### config.mk
export PLATFORM = sky130hd
export DESIGN_NAME = seq_logic_unit_flat
export DESIGN_NICKNAME = d
export VERILOG_FILES = /design/src/rtl/seq_logic_unit_if.sv /design/src/rtl/seq_logic_unit.sv /design/src/flat_wrapper.sv
export SDC_FILE = /design/constraint.sdc
export NUM_CORES = 1
export LEC_CHECK = 0
export BUFFER_PORTS_ARGS = -buffer_cell sky130_fd_sc_hd__buf_4
export CORE_MARGIN = 1.5
export CORE_UTILIZATION = 31
export DETAILED_ROUTE_END_ITERATION = 16
export SETUP_SLACK_MARGIN = 0.05
export SKIP_CTS_REPAIR_TIMING = 1
export SLEW_MARGIN = 20
export SYNTH_ARGS = -nofsm -noshare
export SYNTH_HDL_FRONTEND = slang
export SYNTH_SLANG_ARGS = --single-unit
### constraint.sdc
create_clock -name clk -period 4.7 [get_ports clk]
set_input_delay 1.41 -clock clk [delete_from_list [all_inputs] [get_ports clk]]
set_output_delay 1.41 -clock clk [all_outputs]
set_load 0.05 [all_outputs]
### src/rtl/seq_logic_unit_if.sv
// Handshake and operand/result bundle for seq_logic_unit.
// The controller side uses master and the logic unit uses slave.
interface seq_logic_unit_if #(
  parameter int WIDTH = 16
);
  logic             in_valid;
  logic             in_ready;
  logic [WIDTH-1:0] in1;
  logic [WIDTH-1:0] in2;
  logic [1:0]       op;
  logic             out_valid;
  logic             out_ready;
  logic [WIDTH-1:0] out;
  logic             zero;
  logic             ones;

  modport master (
    output in_valid, in1, in2, op, out_ready,
    input  in_ready, out_valid, out, zero, ones
  );

  modport slave (
    input  in_valid, in1, in2, op, out_ready,
    output in_ready, out_valid, out, zero, ones
  );
endinterface

### src/rtl/seq_logic_unit.sv
// Multi-cycle bitwise logic unit (AND/OR/XOR/ANDN) that computes SLICE_W bits
// per cycle, LSB slice first, and produces zero/all-ones flags.
module seq_logic_unit #(
  parameter int WIDTH   = 16,
  parameter int SLICE_W = 4
) (
  input  logic           clk,
  input  logic           rst_n,
  seq_logic_unit_if.slave bus
);
  localparam int NSLICE = WIDTH / SLICE_W;
  localparam int CW     = (NSLICE > 1) ? $clog2(NSLICE) : 1;

  typedef enum logic [1:0] {IDLE, BUSY, DONE} state_t;

  state_t           state, state_nxt;
  logic [CW-1:0]    cnt;
  logic [WIDTH-1:0] opa, opb, res;
  logic [1:0]       opr;
  logic             zero_r, ones_r;
  logic             accept, last;

  logic [SLICE_W-1:0] sa, sb, s_and, s_or, s_xor, s_andn, sf;

  assign sa = opa[cnt*SLICE_W +: SLICE_W];
  assign sb = opb[cnt*SLICE_W +: SLICE_W];

  // Slice-wide cell arrays; the op register only selects among them.
  assign s_and  = sa & sb;
  assign s_or   = sa | sb;
  assign s_xor  = sa ^ sb;
  assign s_andn = sa & ~sb;

  always_comb begin
    sf = s_and;
    unique case (opr)
      2'b00:   sf = s_and;
      2'b01:   sf = s_or;
      2'b10:   sf = s_xor;
      default: sf = s_andn;
    endcase
  end

  assign last = (cnt == CW'(NSLICE - 1));

  always_comb begin
    state_nxt     = state;
    bus.in_ready  = 1'b0;
    bus.out_valid = 1'b0;
    accept        = 1'b0;
    unique case (state)
      IDLE: begin
        bus.in_ready = rst_n;
        accept       = bus.in_valid & rst_n;
        if (accept) state_nxt = BUSY;
      end
      BUSY: begin
        if (last) state_nxt = DONE;
      end
      default: begin
        bus.out_valid = 1'b1;
        if (bus.out_ready) state_nxt = IDLE;
      end
    endcase
  end

  always_ff @(posedge clk or negedge rst_n) begin
    if (!rst_n) state <= IDLE;
    else        state <= state_nxt;
  end

  always_ff @(posedge clk or negedge rst_n) begin
    if (!rst_n) begin
      cnt    <= '0;
      opa    <= '0;
      opb    <= '0;
      opr    <= '0;
      res    <= '0;
      zero_r <= 1'b0;
      ones_r <= 1'b0;
    end else if (accept) begin
      cnt    <= '0;
      opa    <= bus.in1;
      opb    <= bus.in2;
      opr    <= bus.op;
      res    <= '0;
      zero_r <= 1'b1;
      ones_r <= 1'b1;
    end else if (state == BUSY) begin
      res[cnt*SLICE_W +: SLICE_W] <= sf;
      zero_r <= zero_r & (sf == '0);
      ones_r <= ones_r & (sf == '1);
      cnt    <= last ? '0 : cnt + 1'b1;
    end
  end

  // Flags keep accumulating through BUSY but are only exposed while DONE.
  assign bus.out  = res;
  assign bus.zero = zero_r & (state == DONE);
  assign bus.ones = ones_r & (state == DONE);
endmodule

### src/flat_wrapper.sv
// flat-port wrapper written by rule: the top's interface ports become plain ports
module seq_logic_unit_flat 
#(
  parameter int WIDTH   = 16,
  parameter int SLICE_W = 4
)
  (clk, rst_n, bus_in_valid, bus_in1, bus_in2, bus_op, bus_out_ready, bus_in_ready, bus_out_valid, bus_out, bus_zero, bus_ones);
  seq_logic_unit_if #(.WIDTH(WIDTH)) bus_i ();
  input  logic clk;
  input  logic rst_n;
  input wire logic [$bits(bus_i.in_valid)-1:0] bus_in_valid;
  input wire logic [$bits(bus_i.in1)-1:0] bus_in1;
  input wire logic [$bits(bus_i.in2)-1:0] bus_in2;
  input wire logic [$bits(bus_i.op)-1:0] bus_op;
  input wire logic [$bits(bus_i.out_ready)-1:0] bus_out_ready;
  output wire logic [$bits(bus_i.in_ready)-1:0] bus_in_ready;
  output wire logic [$bits(bus_i.out_valid)-1:0] bus_out_valid;
  output wire logic [$bits(bus_i.out)-1:0] bus_out;
  output wire logic [$bits(bus_i.zero)-1:0] bus_zero;
  output wire logic [$bits(bus_i.ones)-1:0] bus_ones;
  assign bus_i.in_valid = bus_in_valid;
  assign bus_i.in1 = bus_in1;
  assign bus_i.in2 = bus_in2;
  assign bus_i.op = bus_op;
  assign bus_i.out_ready = bus_out_ready;
  assign bus_in_ready = bus_i.in_ready;
  assign bus_out_valid = bus_i.out_valid;
  assign bus_out = bus_i.out;
  assign bus_zero = bus_i.zero;
  assign bus_ones = bus_i.ones;
  seq_logic_unit #(.WIDTH(WIDTH), .SLICE_W(SLICE_W)) u_core (.clk(clk), .rst_n(rst_n), .bus(bus_i));
endmodule
; ---- Yosys cells after proc, flatten, opt, wreduce, memory -nomap -nowiden
; Cells that the tools add are included.
[classes]
n_reduce_logical = 7
shifts = 4
n_bitwise = 10
n_eq_ne = 8
n_addsub = 2
muxes = 18
[op_table]
columns = cell, count
row1 = negator 4 -> 34 bit, 1
row2 = "variable shift 4 x 34 -> 16 bit, first input constant", 1
row3 = variable part select 4 x 34 -> 16 bit, 1
row4 = 2-to-1 mux 16 bit, 2
row5 = variable part select 16 x 5 -> 4 bit, 2
row6 = bitwise mux 16 bit, 1
row7 = 2-to-1 mux 2 bit, 6
row8 = case mux 4 bit (3 select lines), 1
row9 = bitwise AND 4 bit, 2
row10 = 2-to-1 mux 1 bit, 7
row11 = "== test 2 bit, second input constant", 3
row12 = bitwise AND 1 bit, 5
row13 = "== test 2 x 1 -> 1 bit, second input constant", 2
row14 = "== test 4 bit, second input constant", 1
row15 = logical NOT 2 bit, 2
row16 = logical NOT 4 bit, 1
row17 = "inequality test 2 x 1 -> 1 bit, second input constant", 2
row18 = inverter 4 bit, 1
row19 = bitwise OR 4 bit, 1
row20 = case mux 2 bit (2 select lines), 1
row21 = bitwise XOR 4 bit, 1
row22 = AND reduction 3 bit, 1
row23 = nonzero test 3 bit, 1
row24 = "adder 2 x 1 -> 2 bit, second input constant", 1
row25 = 2 further kinds, 2
[totals]
regBits = 56
output_inout_bits = 20

; ---- Depth between registers and ports, before layout
[depth]
word_depth = 8
depth_mapped = 10

; ---- Worst setup path after synthesis
; No wires, ideal clock.
[synth_path]
path_type = input port to output port
startpoint = in rst_n
endpoint = out bus_in_ready
arrival_time_ps = 2588
path_slack_ps = 702
stages = 1
cell_sequence = nor3b_1
[synth_via]
elab_chain_cells = 1
[synth_lines]
columns = item, line_no
row1 = "start, declared", flat_wrapper.sv:10  ; input logic rst_n;
row2 = 2-to-1 mux 1 bit, seq_logic_unit.sv:51  ; unique case (state)
row3 = "end, declared", flat_wrapper.sv:16  ; output wire logic [$bits(bus_i.in_ready)-1:0] bus_in_ready;
; Every way passes these cells.

; ---- Final worst setup path
; Ends and elaborated chain as after synthesis.

==> results.toml <==
[place]
dp_cells = 355
io_buffer_count = 57
gp_congestion = 0.7468
hpwl_um = 3921

[clocking]
clk_pin_slew_ns = 0.10
clock_path_buffers = 2
clockRootBuffer = "clkbuf_8"
cts_made_buffers = 5
clock_sinks = 56
cts_tree = "done"
clkLatencyLatePin_ns = 0.30
htreeDepth = 2

[worst_hold_path]
holdPathEnd = "u_core.opa[14]"
hold_depth = 1
hp-start = "u_core.opa[14]"
hold_path_class = "reg -> reg"

[grt]
grt_pass1_vias = 1815
grt_first_pass_wirelength_um = 9570
antenna_found_initial = 0
grt_use_total_pct = 12.76
grt_max_degree = 57
grt.overflow.total = 0

[worst_setup_path]
crit_path_max_fanout = 2
r2r_cells = 8
critPathKind = "in -> out"
r2r_start = "u_core.cnt[0]"
required_ns = 3.29
ff2ff_setup_slack_ns = 1.96
cp-end-kind = "output pin"
cp.arrival_ns = 2.02
cp-start-kind = "input port"
r2r_end = "u_core.ones_r"

[logic_synthesis]
yosysMostFrequentCell = "dfrtp_1"
ys_seq_area_share_pct = 51.52
ys_async_sr_fraction_pct = 100.0
yosys-top-cells-count = "56 x dfrtp_1, 32 x mux2_2, 16 x a22o_1"
synth_area_per_cell_um2 = 13.40
yosys_most_used_dff = "dfrtp_1"
synth_top_area_share_pct = 51.52
yosysTopAreaCell = "dfrtp_1"
synthCells = 203
synthDistinctLibCells = 35
ys_ff_latch = 56
synth_area_leaders = "dfrtp_1 52%, mux2_2 13%, mux4_2 6.6%, a22o_1 5.2%, ha_1 5.1%"
syn_area_mm2 = 0.002720
synth-edff-count = 0
ys_warn_count = 0
syn-num-nets = 252

[floorplan]
die-area_mm2 = 0.009345
num_io_pins = 58
die_y_um = 96.67
core-area_mm2 = 0.008341
start_util_pct = 32.61
die_x_um = 96.67
rows = 33

[status]
status = "finished, final reports clean"

[route]
vias_per_cell = 4.920
dr.pass1.iters = 4
vias = 1781
drt.antenna.violating_nets = 0
routedWlPerCell_um = 15.49
drt_iter0_markers = 105
drt_wl_total_um = 5607
drc_errors = 0

[timing]
period_needed_ns = 3.431
finalHoldViolCount = 0
tns_ns = 0
finClkSkew_ns = 0.005035
rsz0062_at_grt = "no"
finalMaxSlewViolations = 0
relSlewSlack_pct = 34.76
setup_viol = 0
finalCritPeriodShare_pct = 73.00
max_freq_ghz = 0.2914
worst_slew_pin_slew_ns = 0.9785

[final_layout]
syn_to_final_growth_pct = 22.63
final_cells = 362
drive_gt1_share_pct = 44.75
diodes = 0
fin_nets = 306

[power_and_ir_drop]
p_per_area_mw_per_mm2 = 731.9
ir_drop_v = 0.0002720
leakagePower_nw = 1.541

[run]
max_cap_violations = 0
-- area by class of cell --
| type | instances | area, um2 |
|---|---|---|
| clock buffer | 5 | 68.82 |
| clock inverter | 2 | 60.06 |
| fill | 824 | 5005 |
| inverter | 12 | 45.04 |
| multi-input combinational | 124 | 1194 |
| sequential | 56 | 1401 |
| tap | 105 | 131.4 |
| timing repair buffer | 58 | 435.4 |
-- power breakdown --
group	switching [W]	internal (W)
sequential	0.000153	0.000680
combinational	0.000689	0.000559
clock	0.000150	0.000210
-- worst max path at each step --
stage	startpoint	end	slack, ns
6_report	rst_n	bus_in_ready	1.27
2_1_floorplan	rst_n	bus_in_ready	0.70
3_3_place_gp	rst_n	bus_in_ready	1.29
4_1_cts	rst_n	bus_in_ready	1.24
3_5_place_dp	rst_n	bus_in_ready	1.24
5_1_grt	rst_n	bus_in_ready	1.19
-- cells in the final DEF, fill, tap and decap left out, types with 2 or more instances in the layout --
master	n
a21oi_1	6
a22o_1	16
a32o_1	4
and3b_1	2
buf_4	58
bufinv_16	2
clkbuf_8	5
dfrtp_1	56
ha_1	11
inv_1	12
mux2_2	32
mux4_2	8
nand2_1	10
nand2b_1	7
nor2_1	4
nor2_2	3
o21ai_0	3
o22ai_2	3
-- cell families after synthesis --
group / share of synthesized area [%]
and+or+nand+nor: 8.142
buffers and inverters: 4.645
AOI/OAI and AO/OA: 10.76
adders and majority gates: 5.060
muxes: 19.87
DFF: 51.52
-- state kept, by name, summed over array words and instances, names as in the netlist --
name	cells
u_core.state	2
u_core.zero_r	1
u_core.opb	16
u_core.opa	16
u_core.opr	2
u_core.cnt	2
u_core.bus.out	16
u_core.ones_r	1
-- layer usage --
| metal | GRT usage [%] | vias to the layer above | part of all wire [%] |
|---|---|---|---|
| met5 | 0 | - | 0 |
| met4 | 4.013 | 0 | 1.7 |
| met3 | 2.673 | 9 | 3.7 |
| met2 | 19.47 | 38 | 48 |
| met1 | 18.20 | 887 | 47 |
| li1 | - | 847 | - |
-- critical path: stages --
cell and delay (ns):
buf_4 0.10, nor3b_1 0.26, buf_4 0.25
-- metrics by stage --
stage | power (W) | utilization, % | cell area (um2) | hold slack [ns] | worst slack [ns]
floorplan | 0.001808 | - | 2720 | 0.4749 | 0.7020
global placement | 0.002072 | 38.45 | 3207 | 0.4859 | 1.289
detailed placement | 0.002111 | 38.45 | 3207 | 0.4932 | 1.240
CTS | 0.002477 | 39.99 | 3336 | 0.5150 | 1.238
global route | 0.002630 | 39.99 | 3336 | 0.5341 | 1.191
finish | 0.002441 | 39.99 | 3336 | 0.5106 | 1.269
(Power assumes the default switching activity.)
